===== config.mk =====
export PLATFORM = sky130hd
export DESIGN_NAME = pipe_ctrl_gen
export DESIGN_NICKNAME = d
export VERILOG_FILES = /design/src/rtl/pipe_ctrl_gen.sv
export SDC_FILE = /design/constraint.sdc
export NUM_CORES = 1
export LEC_CHECK = 0
export ABC_AREA = 1
export CAP_MARGIN = 20
export CORE_ASPECT_RATIO = 1.5
export CORE_MARGIN = 3
export CORE_UTILIZATION = 45
export DETAILED_ROUTE_END_ITERATION = 6
export GPL_TIMING_DRIVEN = 0
export PLACE_DENSITY = 0.87
export SYNTH_ARGS = -nofsm -noshare
export SYNTH_HDL_FRONTEND = slang
export SYNTH_SLANG_ARGS = --single-unit

===== constraint.sdc =====
create_clock -name clk -period 4.7 [get_ports clk]
set_input_delay 0.47 -clock clk [delete_from_list [all_inputs] [get_ports clk]]
set_output_delay 0.47 -clock clk [all_outputs]
set_load 0.02 [all_outputs]

===== src/rtl/pipe_ctrl_gen.sv =====
// Pipeline control: thermometer stall arbitration, exception redirect, flush sequencer, stall watchdog, event counters.
// Stall/redirect decode is zero-cycle; counters and watchdog update one edge later; stall_o is the backpressure it issues.
module pipe_ctrl_gen #(
    parameter int          STAGES     = 6,
    parameter int          FLUSH_LEN  = 1,
    parameter logic [31:0] EXC_VEC    = 32'h80000380,
    parameter int          WDOG_LIMIT = 255,
    parameter int          CNT_W      = 16
) (
    input  logic              clk,
    input  logic              rst,
    input  logic [STAGES-1:0] stallreq_i,
    input  logic [31:0]       excepttype_i,
    input  logic [31:0]       cp0_epc_i,
    input  logic              wdog_clr_i,
    output logic [STAGES-1:0] stall_o,
    output logic              flush_o,
    output logic [31:0]       new_pc_o,
    output logic              new_pc_valid_o,
    output logic              wdog_o,
    output logic [CNT_W-1:0]  stall_cnt_o,
    output logic [CNT_W-1:0]  flush_cnt_o
);

    localparam int          FC_W      = $clog2(FLUSH_LEN) + 1;
    localparam int          WD_W      = $clog2(WDOG_LIMIT + 1);
    localparam logic [31:0] ERET_CODE = 32'h0000000e;
    localparam logic [WD_W:0] WD_LIM  = (WD_W+1)'(WDOG_LIMIT);

    typedef enum logic {IDLE, FLUSH} state_t;

    state_t            state_q, state_d;
    logic [FC_W-1:0]   fcnt_q, fcnt_d;
    logic [31:0]       pc_q, pc_d;
    logic [WD_W-1:0]   wd_q, wd_d;
    logic              wdog_q, wdog_d;
    logic [CNT_W-1:0]  stall_cnt_q, stall_cnt_d;
    logic [CNT_W-1:0]  flush_cnt_q, flush_cnt_d;

    logic [STAGES-1:0] therm;
    logic              therm_acc;
    logic [STAGES-1:0] stall_vec;
    logic              flush_now;
    logic              pc_vld;
    logic [31:0]       new_pc;
    logic [31:0]       target;

    // A stage stalls when it or any later stage asks, so everything behind the requester freezes too.
    always_comb begin
        therm     = '0;
        therm_acc = 1'b0;
        for (int k = STAGES - 1; k >= 0; k--) begin
            therm_acc = therm_acc | stallreq_i[k];
            therm[k]  = therm_acc;
        end
    end

    assign target = (excepttype_i == ERET_CODE) ? cp0_epc_i : EXC_VEC;

    always_comb begin
        state_d     = state_q;
        fcnt_d      = fcnt_q;
        pc_d        = pc_q;
        wd_d        = '0;
        wdog_d      = wdog_q & ~wdog_clr_i;
        stall_cnt_d = stall_cnt_q;
        flush_cnt_d = flush_cnt_q;
        stall_vec   = '0;
        flush_now   = 1'b0;
        pc_vld      = 1'b0;
        new_pc      = '0;

        case (state_q)
            IDLE: begin
                if (excepttype_i != '0) begin
                    flush_now = 1'b1;
                    pc_vld    = 1'b1;
                    new_pc    = target;
                    pc_d      = target;
                    if (flush_cnt_q != '1)
                        flush_cnt_d = flush_cnt_q + CNT_W'(1);
                    if (FLUSH_LEN > 1) begin
                        state_d = FLUSH;
                        fcnt_d  = FC_W'(1);
                    end
                end else begin
                    stall_vec = therm;
                end
            end
            FLUSH: begin
                flush_now = 1'b1;
                new_pc    = pc_q;
                if (fcnt_q == FC_W'(FLUSH_LEN - 1)) begin
                    state_d = IDLE;
                    fcnt_d  = '0;
                end else begin
                    fcnt_d  = fcnt_q + FC_W'(1);
                end
            end
            default: begin
                state_d = IDLE;
                fcnt_d  = '0;
            end
        endcase

        // Watchdog counts an unbroken run of stalled cycles; a trip restarts the run count.
        if (stall_vec != '0) begin
            if (stall_cnt_q != '1)
                stall_cnt_d = stall_cnt_q + CNT_W'(1);
            if (({1'b0, wd_q} + (WD_W+1)'(1)) == WD_LIM) begin
                wdog_d = 1'b1;
                wd_d   = '0;
            end else begin
                wd_d   = wd_q + WD_W'(1);
            end
        end
    end

    always_ff @(posedge clk or negedge rst) begin
        if (!rst) begin
            state_q     <= IDLE;
            fcnt_q      <= '0;
            pc_q        <= '0;
            wd_q        <= '0;
            wdog_q      <= 1'b0;
            stall_cnt_q <= '0;
            flush_cnt_q <= '0;
        end else begin
            state_q     <= state_d;
            fcnt_q      <= fcnt_d;
            pc_q        <= pc_d;
            wd_q        <= wd_d;
            wdog_q      <= wdog_d;
            stall_cnt_q <= stall_cnt_d;
            flush_cnt_q <= flush_cnt_d;
        end
    end

    assign stall_o        = stall_vec;
    assign flush_o        = flush_now;
    assign new_pc_o       = new_pc;
    assign new_pc_valid_o = pc_vld;
    assign wdog_o         = wdog_q;
    assign stall_cnt_o    = stall_cnt_q;
    assign flush_cnt_o    = flush_cnt_q;

endmodule

==> results.txt, run 1 <==
----------------------------------------------------
[Clocking]
  Total clock buffers created by CTS ... 5
  Deepest clock path buffer count ... 2
  Skew-Pair Late Insertion Delay ... 290 ps
  Root buf cell ... clkbuf_8
  Clock-pin slew reported for the worst setup and hold paths after clock tree synthesis ... 90 ps
  Maximum level of the CTS H-tree ... 2
  CTS tree ... done
  Post-CTS Hold Buffers ... 0
  Number of buffers inserted by post-CTS setup repair ... 0
  Number of clock sinks ... 41
  Post-cts repair resize count ... 0

[Detailed routing]
  Post-DRT Antenna Nets ... 0
  Number of iterations in the first detailed-routing pass ... 4
  Total DRC errors in the routed layout ... 0
  Total Wirelength ... 9220 um
  Violation count after the first detailed-routing iteration ... 273
  WL/cell ... 12.9 um
  Vias per inst ... 4.99
  Vias post-DR ... 3564

[Setup path]
  Reg-to-reg startpoint ... flush_cnt_o[0]
  Register-to-register path setup slack ... 2950 ps
  Data arrival time at the worst-slack endpoint ... 2630 ps
  Data required time of the worst path ... 4230 ps
  Register-to-Register Path Depth ... 9
  CP endpoint kind ... output pin
  Class of the most critical setup path ... input port to output pin
  Startpoint class of the critical path ... input port
  Crit-path max FO ... 11
  Reg-to-reg endpoint ... flush_cnt_o[5]

[STA]
  Final number of max-transition violations ... 0
  Slew at the pin closest to its max-slew limit ... 502 ps
  Shortest period the worst path allows ... 3100 ps
  Normalized max-slew margin ... 66.5%
  Number of endpoints with negative hold slack in the final report ... 0
  Achievable clock frequency ... 0.323 GHz
  Max Clock Skew ... 11.9 ps
  Setup TNS after final layout ... 0 ps
  Minimum hold slack ... 127 ps
  Post-route fraction of the period consumed by the critical path ... 65.9%
  Final setup violation count ... 0
  Unrepaired setup endpoints after global routing ... false

[Cells and area]
  Number of filler cells placed in the layout ... 513
  Total Nets Final ... 714
  Layout cell share with drive strength beyond 1 ... 6.58%
  Antenna diode count ... 0
  Synth-to-layout area growth ... 54.0%

[Logic synthesis]
  Share of the yosys chip area belonging to registers ... 33.3%
  Number of library cell types mapped by synthesis ... 28
  Share of flip-flops with an asynchronous set or reset ... 100%
  Share of cell area taken by muxes after synthesis ... 0%
  Complex-gate fraction of the synthesized area ... 2.97%
  Post-synthesis area per instance ... 6.36 um^2
  Synth Register Bits ... 41
  Synth Area in XOR/XNOR ... 4.55%
  Cell area after synthesis ... 3080 um^2
  Adder-Cell Fraction of Synth Area ... 1.63%
  Prevailing post-synth register cell ... dfrtp_1
  Post-Syn Nets ... 561
  Number of enable flip-flop cells after synthesis ... 0
  Share of synthesized cell area in and, or, nand and nor gates ... 46.3%
  Largest family of logic cells by synthesized area ... simple AND/OR/NAND/NOR gates
  Instance count of the mapped netlist ... 484
  Total number of yosys warnings ... 0

[Placement]
  Count of port buffers added during placement ... 145
  Final weighted congestion of routability-driven global placement ... 0.922
  Detailed Place HPWL ... 7580 um

[Die]
  Row Count ... 36
  Die H ... 107 um
  Core footprint ... 6580 um^2
  Initial Util ... 46.8%
  Die area ... 7890 um^2
  Ports ... 146
  Chip Width ... 73.5 um

[Power and ir drop]
  Overall Power ... 682 uW
  Portion of total power attributed to combinational logic ... 12.5%
  Max IR drop VDD ... 160 uV
  Sequential Power Share ... 51.7%
  Pwr per Cell Area ... 144 nW/um^2
  Sw Share ... 23.8%
  Switching Power ... 162 uW
  Pint ... 520 uW
  Static leakage ... 2.21 nW
  Clock share of power ... 35.8%

[GRT]
  First-pass GRT wire length ... 15300 um
  Maximum number of pins on one net before global-route repair ... 24
  Final global-route overflow total ... 0
  All-layer global routing usage ... 24.2%
  Via count of the first global-routing pass ... 3544
  Initial antenna violation count ... 0

[Outcome]
  Result of the run ... completed

[Worst hold path]
  Worst min-delay path category ... input port to asynchronous set/reset pin

[Run]
  Count of maximum capacitance violations ... 0

----------------------------------------------------
==> cells by family after synthesis <==
kind of cell             after synthesis
AND/OR/NAND/NOR                      324
XOR/XNOR                              16
adder cells (fa/ha/maj)                4
buffers and inverters                 84
AO/OA/AOI/OAI                         15
flip-flops                            41
==> power groups by stage <==
stage          Clock, mW  Sequential (mW)  Combinational, mW
2_1_floorplan          0            0.360             0.0125
3_3_place_gp           0            0.359             0.0819
3_5_place_dp           0            0.359             0.0860
4_1_cts            0.251            0.352             0.0863
5_1_grt            0.263            0.352             0.0932
6_report           0.244            0.352             0.0852
==> cells in the mapped netlist (3+ instances only) <==
cell / number / share of area [%]
clkbuf_1: 3 / 0.37
nor2_4: 3 / 1.1
nand2_1: 157 / 19
nand4_1: 27 / 5.5
ha_1: 4 / 1.6
xnor2_1: 6 / 1.7
buf_6: 3 / 1.1
nand2_2: 3 / 0.61
nor2_2: 6 / 1.2
nand3_1: 18 / 2.9
xor2_1: 10 / 2.8
dfrtp_1: 41 / 33
nor3_2: 4 / 1.3
o21ai_2: 4 / 1.1
o21ai_0: 7 / 1.1
nor2_1: 97 / 12
buf_2: 3 / 0.49
nand3b_1: 4 / 0.98
inv_1: 70 / 8.5
==> worst max-delay path by stage <==
| stage | endpoint | from | slack [ps] |
|---|---|---|---|
| floorplan | stall_o[2] | excepttype_i[31] | 2580 |
| global placement | new_pc_o[28] | excepttype_i[31] | 1600 |
| detailed placement | new_pc_o[28] | excepttype_i[31] | 1570 |
| CTS | new_pc_o[28] | excepttype_i[31] | 1550 |
| global route | new_pc_o[13] | excepttype_i[31] | 1430 |
| finish | new_pc_o[28] | excepttype_i[31] | 1600 |
==> registers in the layout (all words and copies together), names as in the netlist <==
| signal | count |
|---|---|
| wd_q | 8 |
| flush_cnt_o | 16 |
| stall_cnt_o | 16 |
| wdog_o | 1 |
==> worst max-delay path: stages <==
cell and delay (ps):
clkdlybuf4s50_1 480, nor2_1 50, nand2_1 60, nor2_1 40, nand2_1 100, inv_1 60, nand2_1 140, buf_1 380
nand2_1 90, nor2_1 100, clkdlybuf4s50_1 650
==> layer usage <==
| metal | GRT usage, % | vias to the layer above | share of wire [%] |
|---|---|---|---|
| met2 | 45.5 | 149 | 55 |
| li1 | - | 1792 | - |
| met4 | 10.9 | 0 | 3.2 |
| met5 | 0 | - | 0 |
| met1 | 24.8 | 1601 | 35 |
| met3 | 4.58 | 22 | 6.3 |
==> final cells by class <==
cell class | instances | area (um^2) | share of cell area (%)
multi-input cells | 359 | 1710 | 36.0
repair buffers | 146 | 1470 | 31.1
flip-flops and latches | 41 | 1030 | 21.6
inverters | 72 | 270 | 5.70
well taps | 76 | 95.1 | 2.01
plain buffers | 12 | 75.1 | 1.58
clock buffers | 5 | 68.8 | 1.45
clock inverters | 3 | 25.0 | 0.528
==> cells in the final DEF (no fill, tap or decap), drive strengths merged <==
cell type      synthesis  routed
a21oi                  1       1
a31oi                  1       1
buf                    9      11
clkbuf                 3       8
clkdlybuf4s50          0     144
clkinvlp               0       1
dfrtp                 41      41
ha                     4       4
inv                   72      74
nand2                160     160
nand3                 20      20
nand3b                 4       4
nand4                 28      28
nor2                 106     106
nor3                   6       6
o21ai                 13      13
xnor2                  6       6
xor2                  10      10
==> metrics by stage <==
stage          area (um^2)  utilization, %  setup slack, ps  std cells
2_1_floorplan         3080               -             2580        484
3_3_place_gp          4620            70.3             1600        705
3_5_place_dp          4650            70.6             1570        706
4_1_cts               4740            72.1             1550        714
5_1_grt               4740            72.1             1430        714
6_report              4740            72.1             1600        714
(Power assumes the default switching activity.)
==> inputs of run 2 (changes only) <==
Settings changed: CORE_UTILIZATION 45 to 38, PLACE_DENSITY 0.87 to 0.78.
Clock period 4.7 ns to 2.7 ns, I/O delays scaled along.
==> run 2 against run 1 <==
Compared with the run above: first-iteration DRC count down 8.8%; via count decreased by 0.42%; design area grew 3.6%; setup slack lost 1400 ps; critical endpoint is now new_pc_o[8].
==> results.txt, run 2 (synthesis gave the netlist of run 1 again) <==
----------------------------------------------------
[STA]
  Unrepaired setup endpoints after global routing ... false
  Number of endpoints with negative hold slack in the final report ... 0
  Slew at the pin closest to its max-slew limit ... 508 ps
  Post-route fraction of the period consumed by the critical path ... 93.1%
  Setup TNS after final layout ... 0 ps
  Achievable clock frequency ... 0.398 GHz
  Final number of max-transition violations ... 0
  Max Clock Skew ... 3.66 ps
  Minimum hold slack ... 490 ps
  Final setup violation count ... 0
  Normalized max-slew margin ... 66.1%
  Shortest period the worst path allows ... 2510 ps

[Setup path]
  Register-to-register path setup slack ... 960 ps
  CP endpoint kind ... output pin
  Data required time of the worst path ... 2430 ps
  Crit-path slowest cell ... clkdlybuf4s50_1
  Cell Chain, Critical Path ... clkdlybuf4s50_1 -> inv_1 -> nand2_1 -> nor2_1 -> nand2_1 -> nor3_1 -> nand2_1 -> buf_2 -> nor2_1 -> nor2_1 -> clkdlybuf4s50_1
  Crit-path max FO ... 10
  Delay contributed by the slowest stage of the critical path ... 620 ps
  Class of the most critical setup path ... input port to output pin
  Data arrival time at the worst-slack endpoint ... 2240 ps
  Startpoint class of the critical path ... input port

[GRT]
  Maximum number of pins on one net before global-route repair ... 23
  Final global-route overflow total ... 0
  Via count of the first global-routing pass ... 3582
  Initial antenna violation count ... 0
  All-layer global routing usage ... 21.0%
  First-pass GRT wire length ... 15600 um

[Outcome]
  Result of the run ... completed

[Die]
  Ports ... 146
  Die H ... 116 um
  Core footprint ... 7760 um^2
  Die area ... 9230 um^2
  Initial Util ... 39.7%
  Chip Width ... 79.5 um
  Row Count ... 39

[Detailed routing]
  Vias post-DR ... 3549
  Violation count after the first detailed-routing iteration ... 249
  WL/cell ... 12.9 um
  Post-DRT Antenna Nets ... 0
  Vias per inst ... 4.79
  Number of iterations in the first detailed-routing pass ... 4
  Total DRC errors in the routed layout ... 0
  Total Wirelength ... 9560 um

[Power and ir drop]
  Max IR drop VDD ... 291 uV
  Sw Share ... 19.4%
  Pwr per Cell Area ... 298 nW/um^2
  Static leakage ... 2.58 nW
  Portion of total power attributed to combinational logic ... 10.3%
  Clock share of power ... 47.7%
  Overall Power ... 1.46 mW
  Switching Power ... 284 uW
  Pint ... 1.18 mW
  Sequential Power Share ... 42.0%

[Cells and area]
  Multi-input gate area ... 1710 um^2
  Total Nets Final ... 715
  Antenna diode count ... 0
  FF+latch area ... 1030 um^2
  Most common cell after layout, fill and taps aside ... nand2_1
  Layout cell share with drive strength beyond 1 ... 7.20%
  Fin cells ... 741
  Utilization after layout ... 63.3%
  Synth-to-layout area growth ... 59.7%
  Most frequent cells in the layout ... nand2_1, clkdlybuf4s50_1, nor2_1, inv_1, dfrtp_1
  Number of filler cells placed in the layout ... 682

[Clocking]
  Skew-Pair Late Insertion Delay ... 280 ps
  Clock-pin slew reported for the worst setup and hold paths after clock tree synthesis ... 60 ps
  Root buf cell ... clkbuf_16
  Number of clock sinks ... 41
  Total clock buffers created by CTS ... 5
  Deepest clock path buffer count ... 2
  Number of buffers inserted by post-CTS setup repair ... 0
  Maximum level of the CTS H-tree ... 2
  CTS tree ... done

[Run]
  Count of maximum capacitance violations ... 0

[Placement]
  Detailed Place HPWL ... 7800 um
  Number of placed cells counting well taps ... 732
  Count of port buffers added during placement ... 145
  Final weighted congestion of routability-driven global placement ... 0.889

[Worst hold path]
  Worst min-delay path category ... input port to asynchronous set/reset pin

----------------------------------------------------
-- run 2: cell count changes in the layout (fill, tap and decap cells not counted), sizes merged --
cell           previous run  this run
dlymetal6s2s              0        17
inv                      74        72
buf                      11        12
bufinv                    0         1
dlygate4sd3               0         1
clkdlybuf4s50           144       127
-- run 2: path summary, 6_finish.rpt --
| path | from | end | cells after the start |
|---|---|---|---|
| min reg2reg | wdog_o | wdog_o | 2 |
| max | excepttype_i[9] | new_pc_o[8] | 11 |
| max reg2reg | flush_cnt_o[0] | flush_cnt_o[1] | 9 |
| max in group asynchronous | rst | flush_cnt_o[2] | 3 |
| min in group clk | wdog_o | wdog_o | 2 |
| min | rst | stall_cnt_o[13] | 2 |
-- run 2: metrics by stage --
stage	instance area [um^2]	setup slack [ps]
2_1_floorplan	3080	978
3_5_place_dp	4680	-41.1
4_1_cts	4870	80.0
6_report	4910	187
5_1_grt	4910	3.64
3_3_place_gp	4660	-19.5
-- run 2: power by group through the flow --
stage | Combinational (mW) | Sequential (mW) | Clock [mW]
global route | 0.164 | 0.614 | 0.744
CTS | 0.153 | 0.614 | 0.713
floorplan | 0.0218 | 0.626 | 0
finish | 0.151 | 0.614 | 0.697
detailed placement | 0.151 | 0.626 | 0
global placement | 0.145 | 0.626 | 0
-- run 2: critical path, delay by kind of cell --
family                 cells  cell delay [ps]
and+or+nand+nor            7              530
buffers and inverters      4             1420
-- run 2: layout make-up --
type / count / share of cell area [%]
Multi-Input combinational cell: 359 / 34.7
Inverter: 72 / 5.50
Tap cell: 102 / 2.60
Clock inverter: 2 / 0.764
Clock buffer: 6 / 2.83
Timing Repair Buffer: 147 / 31.1
Buffer: 12 / 1.63
Sequential cell: 41 / 20.9
-- run 2: repair_timing --
item / CTS / global route
resized for setup: 2 / 22
hold buffers: 1 / 0
endpoints found under the hold margin: 19 / 0
setup endpoints to repair: 3 / 28
-- run 2: layer usage --
metal | global-route usage [%] | up-vias | part of all wire [%]
met5 | 0 | - | 0
met4 | 7.22 | 0 | 1.7
met3 | 5.32 | 14 | 8.6
met2 | 40.9 | 149 | 55
met1 | 21.1 | 1598 | 34
li1 | - | 1788 | -
